===== config.mk =====
export PLATFORM = sky130hd
export DESIGN_NAME = apb_io_decoder
export DESIGN_NICKNAME = d
export VERILOG_FILES = /design/src/rtl/apb_io_pkg.sv /design/src/rtl/apb_io_watchdog.sv /design/src/rtl/apb_io_decoder.sv
export SDC_FILE = /design/constraint.sdc
export NUM_CORES = 1
export LEC_CHECK = 0
export CAP_MARGIN = 10
export CORE_MARGIN = 4
export CORE_UTILIZATION = 40
export DETAILED_ROUTE_END_ITERATION = 8
export GPL_ROUTABILITY_DRIVEN = 0
export HOLD_SLACK_MARGIN = 0.1
export PLACE_DENSITY = 0.83
export RECOVER_POWER = 50
export SETUP_SLACK_MARGIN = 0.4
export SYNTH_ARGS = -nofsm -noshare
export SYNTH_HDL_FRONTEND = slang
export SYNTH_SLANG_ARGS = --single-unit

===== constraint.sdc =====
create_clock -name clk -period 2 [get_ports clk]
set_input_delay 0.2 -clock clk [delete_from_list [all_inputs] [get_ports clk]]
set_output_delay 0.2 -clock clk [all_outputs]
set_load 0.05 [all_outputs]

===== src/rtl/apb_io_pkg.sv =====
// Shared types and helpers for the APB I/O decoder-bridge.
package apb_io_pkg;

  typedef enum logic [1:0] {
    IDLE   = 2'd0,
    SETUP  = 2'd1,
    ACCESS = 2'd2,
    RESP   = 2'd3
  } state_t;

  localparam int unsigned ERR_CNT_W  = 8;
  localparam int unsigned WDOG_CNT_W = 16;

  // True when a decoded select field addresses an existing slave.
  function automatic logic idx_mapped(input logic [31:0] idx, input int unsigned num);
    return idx < num;
  endfunction

endpackage


===== src/rtl/apb_io_watchdog.sv =====
// Clearable ACCESS-phase cycle counter; o_tc_c flags the cycle that reaches TERM.
module apb_io_watchdog
  import apb_io_pkg::*;
#(
  parameter int unsigned TERM = 255
) (
  input  logic clk,
  input  logic n_rst,
  input  logic i_clr,
  input  logic i_en,
  output logic o_tc_c
);

  localparam logic [WDOG_CNT_W-1:0] TC_VAL = WDOG_CNT_W'(TERM - 1);

  logic [WDOG_CNT_W-1:0] r_cnt;

  always_ff @(posedge clk or negedge n_rst) begin
    if (!n_rst) begin
      r_cnt <= '0;
    end else if (i_clr) begin
      r_cnt <= '0;
    end else if (i_en) begin
      r_cnt <= r_cnt + 1'b1;
    end
  end

  assign o_tc_c = i_en && (r_cnt == TC_VAL);

endmodule


===== src/rtl/apb_io_decoder.sv =====
// APB I/O decoder-bridge: registered setup/access re-timing, error response and logging.
// Optional ACCESS watchdog enabled by defining APB_DECODER_TIMEOUT_EN.
module apb_io_decoder
  import apb_io_pkg::*;
#(
  parameter int unsigned NUM_SLAVES = 4,
  parameter int unsigned ADDR_W     = 16,
  parameter int unsigned DATA_W     = 8,
  parameter int unsigned SEL_LSB    = 8,
  parameter int unsigned SEL_W      = 8,
  parameter int unsigned TIMEOUT    = 255
) (
  input  logic                         clk,
  input  logic                         n_rst,
  input  logic [ADDR_W-1:0]            m_paddr,
  input  logic [DATA_W-1:0]            m_pwdata,
  input  logic                         m_pwrite,
  input  logic                         m_psel,
  input  logic                         m_penable,
  output logic [DATA_W-1:0]            m_prdata,
  output logic                         m_pready,
  output logic                         m_pslverr,
  output logic [ADDR_W-1:0]            s_paddr,
  output logic [DATA_W-1:0]            s_pwdata,
  output logic                         s_pwrite,
  output logic                         s_penable,
  output logic [NUM_SLAVES-1:0]        s_psel,
  input  logic [NUM_SLAVES*DATA_W-1:0] s_prdata,
  input  logic [NUM_SLAVES-1:0]        s_pready,
  output logic                         err_pulse,
  output logic [ERR_CNT_W-1:0]         err_count,
  output logic [ADDR_W-1:0]            err_addr
);

  localparam int unsigned IDX_W = (NUM_SLAVES > 1) ? $clog2(NUM_SLAVES) : 1;

  state_t                  r_state, w_state_nxt;
  logic [IDX_W-1:0]        r_idx, w_idx_nxt;
  logic [ADDR_W-1:0]       r_addr, w_addr_nxt;
  logic [DATA_W-1:0]       r_wdata, w_wdata_nxt;
  logic                    r_write, w_write_nxt;
  logic [NUM_SLAVES-1:0]   r_psel, w_psel_nxt;
  logic                    r_penable, w_penable_nxt;
  logic [DATA_W-1:0]       r_prdata, w_prdata_nxt;
  logic                    r_pready, w_pready_nxt;
  logic                    r_pslverr, w_pslverr_nxt;
  logic                    r_err_pulse, w_err_pulse_nxt;
  logic [ERR_CNT_W-1:0]    r_err_count, w_err_count_nxt;
  logic [ADDR_W-1:0]       r_err_addr, w_err_addr_nxt;

  logic [SEL_W-1:0]        w_sel_field;
  logic [IDX_W-1:0]        w_sel_idx;
  logic                    w_mapped;
  logic                    w_ready;
  logic [DATA_W-1:0]       w_rdata;
  logic                    w_err_c;
  logic                    w_timeout_c;

  assign w_sel_field = m_paddr[SEL_LSB +: SEL_W];
  assign w_sel_idx   = IDX_W'(w_sel_field);
  assign w_mapped    = idx_mapped(32'(w_sel_field), NUM_SLAVES);

  // Ready / read-data mux for the currently addressed slave.
  always_comb begin
    w_ready = 1'b0;
    w_rdata = '0;
    for (int i = 0; i < int'(NUM_SLAVES); i++) begin
      if (r_idx == IDX_W'(i)) begin
        w_ready = s_pready[i];
        w_rdata = s_prdata[i*DATA_W +: DATA_W];
      end
    end
  end

`ifdef APB_DECODER_TIMEOUT_EN
  logic w_wd_clr;
  logic w_wd_en;

  assign w_wd_clr = (r_state == SETUP);
  assign w_wd_en  = (r_state == ACCESS) && !w_ready;

  apb_io_watchdog #(
    .TERM (TIMEOUT)
  ) u_watchdog (
    .clk    (clk),
    .n_rst  (n_rst),
    .i_clr  (w_wd_clr),
    .i_en   (w_wd_en),
    .o_tc_c (w_timeout_c)
  );
`else
  // No watchdog: ACCESS waits for the slave forever (legal TIMEOUT is never 0).
  assign w_timeout_c = (TIMEOUT == 0);
`endif

  // Next state and next registered outputs.
  always_comb begin
    w_state_nxt     = r_state;
    w_idx_nxt       = r_idx;
    w_addr_nxt      = r_addr;
    w_wdata_nxt     = r_wdata;
    w_write_nxt     = r_write;
    w_psel_nxt      = '0;
    w_penable_nxt   = 1'b0;
    w_prdata_nxt    = '0;
    w_pready_nxt    = 1'b0;
    w_pslverr_nxt   = 1'b0;
    w_err_pulse_nxt = 1'b0;
    w_err_count_nxt = r_err_count;
    w_err_addr_nxt  = r_err_addr;
    w_err_c         = 1'b0;

    case (r_state)
      IDLE: begin
        if (m_psel && !m_penable) begin
          w_addr_nxt  = m_paddr;
          w_wdata_nxt = m_pwdata;
          w_write_nxt = m_pwrite;
          w_idx_nxt   = w_sel_idx;
          if (w_mapped) begin
            w_state_nxt = SETUP;
            w_psel_nxt  = NUM_SLAVES'(1) << w_sel_idx;
          end else begin
            w_state_nxt  = RESP;
            w_pready_nxt = 1'b1;
            w_err_c      = 1'b1;
          end
        end
      end
      SETUP: begin
        w_state_nxt   = ACCESS;
        w_psel_nxt    = NUM_SLAVES'(1) << r_idx;
        w_penable_nxt = 1'b1;
      end
      ACCESS: begin
        if (w_ready) begin
          w_state_nxt  = RESP;
          w_pready_nxt = 1'b1;
          w_prdata_nxt = r_write ? '0 : w_rdata;
        end else if (w_timeout_c) begin
          w_state_nxt  = RESP;
          w_pready_nxt = 1'b1;
          w_err_c      = 1'b1;
        end else begin
          w_psel_nxt    = NUM_SLAVES'(1) << r_idx;
          w_penable_nxt = 1'b1;
        end
      end
      RESP: begin
        w_state_nxt = IDLE;
      end
      default: begin
        w_state_nxt = IDLE;
      end
    endcase

    // Error log is updated on entry to RESP so it is visible with the error response.
    if (w_err_c) begin
      w_pslverr_nxt   = 1'b1;
      w_err_pulse_nxt = 1'b1;
      w_err_addr_nxt  = w_addr_nxt;
      if (r_err_count != '1) begin
        w_err_count_nxt = r_err_count + 1'b1;
      end
    end
  end

  always_ff @(posedge clk or negedge n_rst) begin
    if (!n_rst) begin
      r_state     <= IDLE;
      r_idx       <= '0;
      r_addr      <= '0;
      r_wdata     <= '0;
      r_write     <= 1'b0;
      r_psel      <= '0;
      r_penable   <= 1'b0;
      r_prdata    <= '0;
      r_pready    <= 1'b0;
      r_pslverr   <= 1'b0;
      r_err_pulse <= 1'b0;
      r_err_count <= '0;
      r_err_addr  <= '0;
    end else begin
      r_state     <= w_state_nxt;
      r_idx       <= w_idx_nxt;
      r_addr      <= w_addr_nxt;
      r_wdata     <= w_wdata_nxt;
      r_write     <= w_write_nxt;
      r_psel      <= w_psel_nxt;
      r_penable   <= w_penable_nxt;
      r_prdata    <= w_prdata_nxt;
      r_pready    <= w_pready_nxt;
      r_pslverr   <= w_pslverr_nxt;
      r_err_pulse <= w_err_pulse_nxt;
      r_err_count <= w_err_count_nxt;
      r_err_addr  <= w_err_addr_nxt;
    end
  end

  assign m_prdata  = r_prdata;
  assign m_pready  = r_pready;
  assign m_pslverr = r_pslverr;
  assign s_paddr   = r_addr;
  assign s_pwdata  = r_wdata;
  assign s_pwrite  = r_write;
  assign s_penable = r_penable;
  assign s_psel    = r_psel;
  assign err_pulse = r_err_pulse;
  assign err_count = r_err_count;
  assign err_addr  = r_err_addr;

endmodule


# Word-level counts from Yosys, hierarchy flattened
# Cells that the tools add are included.
# op_classes
n_addsub	1
magnitude_cmp	1
eq_ne	9
shifts	2
muxes	29
n_reduce_logical	7
# ops
op	n
$mux 8	7
$mux 16	2
$mux 4	3
$pmux 4 s3	1
$mux 1	10
$add 8x1->8 const B	1
$eq 2x2->1 const B	4
$lt 8x3->1 const B	1
$ne 8x8->1 const B	1
$pmux 2 s4	1
$shl 1x2->4 const A	2
$mux 2	3
$reduce_and 2->1	3
$eq 2x1->1 const B	2
$logic_not 2->1	2
$ne 2x2->1 const B	2
$pmux 1 s2	2
$logic_and 1x1->1	1
$logic_not 1->1	1
# word_totals
reg_bits	68
in_bits	65
out_inout_bits	65
wordCells	61

# Depth between registers and ports, before layout
# logic_depth
ltp_word	8
mapped_depth	9
ltp_nobuf	7

# Worst setup path before layout
# OpenSTA, ideal clock, no wires.
# synth_path
kind	register to register
startpoint	register r_err_count[0] (netlist: err_count[0])
endpoint	register r_err_count[1] (netlist: err_count[1])
setup_time_ns	0.125
arrival_ns	1.738
required_ns	1.875
path_slack_ns	0.137
stages_incl_launch_ff	6
path_buffers	0
period_less_slack_ns	1.863
cell_sequence	dfrtp_1 > ha_1 > nand3_1 > nor2_1 > a21o_1 > mux2_2
# synth_via
elab_chain_cells	2
elab_cells_between_ends	3
classes_between	add/sub (1); eq/ne (1); reduce/logical (1)
# synth_lines
item	line	text
start: declaration	apb_io_decoder.sv:48	logic [ERR_CNT_W-1:0] r_err_count, w_err_count_nxt;
start signal: assignment	apb_io_decoder.sv:195	r_err_count <= w_err_count_nxt;
branches (longest 2 deep; another with $add 8x1->8)	n/a	
# Parallel ways; which one is timed is not known.
# A chain may end at the register's enable or synchronous reset.

# Worst setup path after layout
# layout_path
startpoint	register r_state[1]
endpoint	register r_state[1]
# layout_via
elab_chain_cells	3
elab_cells_between_ends	8
classes_between	eq/ne (5); mux (1); reduce/logical (2)
# layout_lines
item	line	text
start: declaration	apb_io_decoder.sv:37	state_t r_state, w_state_nxt;
start signal: assignment	apb_io_decoder.sv:184	r_state <= w_state_nxt;
$eq 2x2->1 or $logic_not 2->1 (tied branches)	apb_io_decoder.sv:113	case (r_state)
$ne 2x2->1 (no line)	n/a	
$reduce_and 2->1 (no line)	n/a	
# Several ways; a longest one is shown, not always the timed one.

==> out/qor.tcl <==
set qor(sum_of_net_half_perimeters_after_detailed_placement_um) 6569
set qor(rsz0062_at_grt) {true}
set qor(layout_worst_path_cycle_share) 0.8312
set qor(grt_first_pass_wirelength_um) 14100
set qor(clockRootBuffer) {clkbuf_8}
set qor(timing.max_cap.violations) 0
set qor(tritoncts) {built}
set qor(floorplan.die_area_um2) 8797
set qor(synth.avg_cell_area_um2) 10.59
set qor(synth.yosys.seq_area_share) 0.5780
set qor(tightest_slew_ps) 648.0
set qor(die-width_um) 93.79
set qor(routed.top_layer) {met4}
set qor(sw_frac_of_total) 0.4905
set qor(insertedDiodeCount) 0
set qor(mappedNetlistArea_um2) 2944
set qor(drt_iter0_markers) 82
set qor(report.final.hold_viol_count) 0
set qor(tot_pwr_mw) 7.473
set qor(p_int_mw) 3.808
set qor(grt_start_max_net_pins) 36
set qor(ctsHtreeMaxLevel) 3
set qor(met1Wirelength_um) 3376
set qor(cts_inserted_buffers) 9
set qor(design.core.area_um2) 7214
set qor(worst_setup_path_start_kind) {flop}
set qor(post_route_cells_drive_above_1_share) 0.1366
set qor(postRouteAntennaNets) 0
set qor(p_leak_nw) 2.347
set qor(start_util) 0.4081
set qor(placed_cell_area_um2) 4436
set qor(timing.final.setup_violations) 0
set qor(post-route-cell-area_um2) 4661
set qor(cts.sink_count) 68
set qor(synth.lib_cells_used.distinct) 36
set qor(drt_drc_violations_left) 0
set qor(placement_rows) 31
set qor(final.setup.tns_ps) 0
set qor(met3_length_um) 568
set qor(comb_power_share) 0.553
set qor(drt_pre_antenna_iters) 4
set qor(gr-total-overflow) 0
set qor(grt_antenna_before_repair) 0
set qor(timing.hold.ws_ps) 250.2
set qor(clock_insertion_delay_worst_skew_ps) 320
set qor(die_height_um) 93.79
set qor(num_io_pins) 130
set qor(status) {complete, no violations}
set qor(wl_met2_um) 4493
set qor(seq_power_share) 0.303
set qor(routed_wl_um) 8703
set qor(power_density_nw_per_um2) 1603
set qor(vias_per_cell) 4.947
set qor(timing.max_slew.rel_slack) 0.5680
set qor(clockBufferDepth) 2
set qor(data_required_time_of_the_worst_path_ps) 2210
set qor(timing.clock.skew_ps) 5.473
set qor(max-vdd-ir-drop_mv) 1.012
set qor(io_buffers) 129
set qor(worst_setup_path_end_kind) {flop}
set qor(nNetsFinal) 498
set qor(synth_seq_cells) 68
set qor(switching_power_mw) 3.665
set qor(grt_pass1_vias) 2890
set qor(clkSlewWorstSetupHoldPaths_ps) 70
set qor(drt-wirelength-per-cell_um) 16.39
set qor(fmax_mhz) 601.6
set qor(synthesis_to_layout_area_growth_pct) 58.31
set qor(post-route-min-period_ps) 1662
set qor(drv_slew) 0
set qor(route.vias.total) 2627
set qor(utilization) 0.6460
set qor(holdCritPathClass) {in2reg}
set qor(critical_path_class) {reg2reg}
set qor(syn-instance-count) 278
set qor(cp_data_arrival_time_ps) 1870
set qor(yosys_warnings) 0
set qor(groute.usage.overall) 0.2057
set qor(timing.critical_path.fanout_max) 5
set qor(syn-num-nets) 348
set qor(power.share.clock) 0.144
## cells in the mapped netlist
master	instances	area [um2]
nor4_1	2	12.51
nor2b_1	8	50.05
a21o_1	1	7.510
nand4_1	2	12.51
buf_1	1	3.750
nand3b_1	5	37.54
a22o_1	6	52.55
mux2_1	1	11.26
o21ai_0	1	5.000
a21oi_1	7	35.03
nand2b_1	2	12.51
nor2_1	11	41.29
and3b_1	1	8.760
inv_4	1	6.260
o21bai_1	3	22.52
a31oi_1	4	25.02
nand3_1	7	35.03
clkbuf_1	8	30.03
or4_4	1	11.26
ha_1	5	62.56
buf_2	3	15.01
o22a_1	2	17.52
xor2_1	3	26.28
or2_2	1	6.260
mux2_2	1	11.26
nor4_2	1	12.51
buf_4	1	7.510
nor3_1	1	5.000
mux4_2	9	202.7
nand2_1	101	379.1
and3_1	3	18.77
dfrtp_1	68	1702
o31ai_4	1	21.27
o21a_1	1	7.510
inv_1	3	11.26
xnor2_1	2	17.52
## power by group through the flow
stage	Combinational (mW)	Clock, mW	Sequential (mW)
6_report	4.13	1.08	2.27
5_1_grt	4.39	1.16	2.34
4_1_cts	4.15	1.10	2.26
3_5_place_dp	4.40	0	2.31
3_3_place_gp	4.32	0	2.28
2_1_floorplan	1.05	0	4.07
## layout make-up
| class | count | area (um2) |
|---|---|---|
| repair buffers | 152 | 1399 |
| well taps | 99 | 123.9 |
| fillers | 622 | 2554 |
| flip-flops and latches | 68 | 1704 |
| inverters | 4 | 17.52 |
| clock inverters | 2 | 35.03 |
| multi-input cells | 193 | 1232 |
| clock buffers | 13 | 148.9 |
## per-layer routing
| layer | global-route usage | vias to the layer above |
|---|---|---|
| li1 | - | 1224 |
| met1 | 0.2400 | 1299 |
| met2 | 0.3542 | 84 |
| met3 | 0.05369 | 20 |
| met4 | 0.09146 | 0 |
| met5 | 0 | - |
## worst max-delay path, stage by stage, from the launching register on
cell and delay, ps:
dfrtp_1 400, inv_1 80, ha_1 160, clkbuf_1 180
nand3b_1 150, nor4_2 160, buf_4 180, nor2_1 60
o22a_1 170
## layout by cell type (no fill, tap or decap), types with 5 or more instances in the layout
master / n
nand2_1: 101
dfrtp_1: 66
dlygate4sd2_1: 66
clkdlybuf4s50_1: 59
buf_4: 15
nor2_1: 10
clkbuf_8: 10
mux4_2: 9
nor2b_1: 8
nand3_1: 7
a21oi_1: 6
a22o_1: 6
nand3b_1: 5
clkbuf_1: 5
## sequential cells by signal (all words and copies together) (netlist names)
name       count
s_psel         4
err_count      8
err_addr      16
r_state        2
err_pulse      1
s_pwdata       8
m_prdata       8
r_idx          2
s_penable      1
s_paddr       16
m_pready       1
s_pwrite       1
## stage by stage
step	worst slack [ps]	cells
final	337.7	531
after global routing	259.8	531
after CTS	387.0	529
after detailed placement	-135.0	509
after global placement	-66.12	509
after floorplan	261.4	278
## path summary, 6_finish.rpt
check,end,start,cells after the start,slack (ps)
max,r_state[1],r_state[1],8,340
max reg2reg,r_state[1],r_state[1],8,340
max in group asynchronous,err_addr[4],n_rst,3,610
min,s_paddr[12],m_paddr[12],3,250
min reg2reg,s_paddr[14],s_paddr[14],2,470
min in group asynchronous,s_penable,n_rst,2,370
## logic make-up after synthesis
group | Yosys count | share of synthesized area
AND/OR/NAND/NOR | 146 | 0.2184
flip-flops | 68 | 0.5780
AO/OA/AOI/OAI | 26 | 0.06587
buffers and inverters | 17 | 0.02507
multiplexers | 11 | 0.07650
XOR/XNOR | 5 | 0.01488
adder cells (fa/ha/maj) | 5 | 0.02125
## what timing repair did
| action | in CTS | in global routing |
|---|---|---|
| pin swaps | 6 | 7 |
| hold buffers | 1 | 0 |
| endpoints found under the hold margin | 68 | 0 |
| endpoints found under the setup margin | 97 | 13 |
| buffers inserted | 4 | 2 |
| cloned | 0 | 0 |
| gates resized for setup | 83 | 9 |
Note: power is estimated with default switching activity, not from simulation.
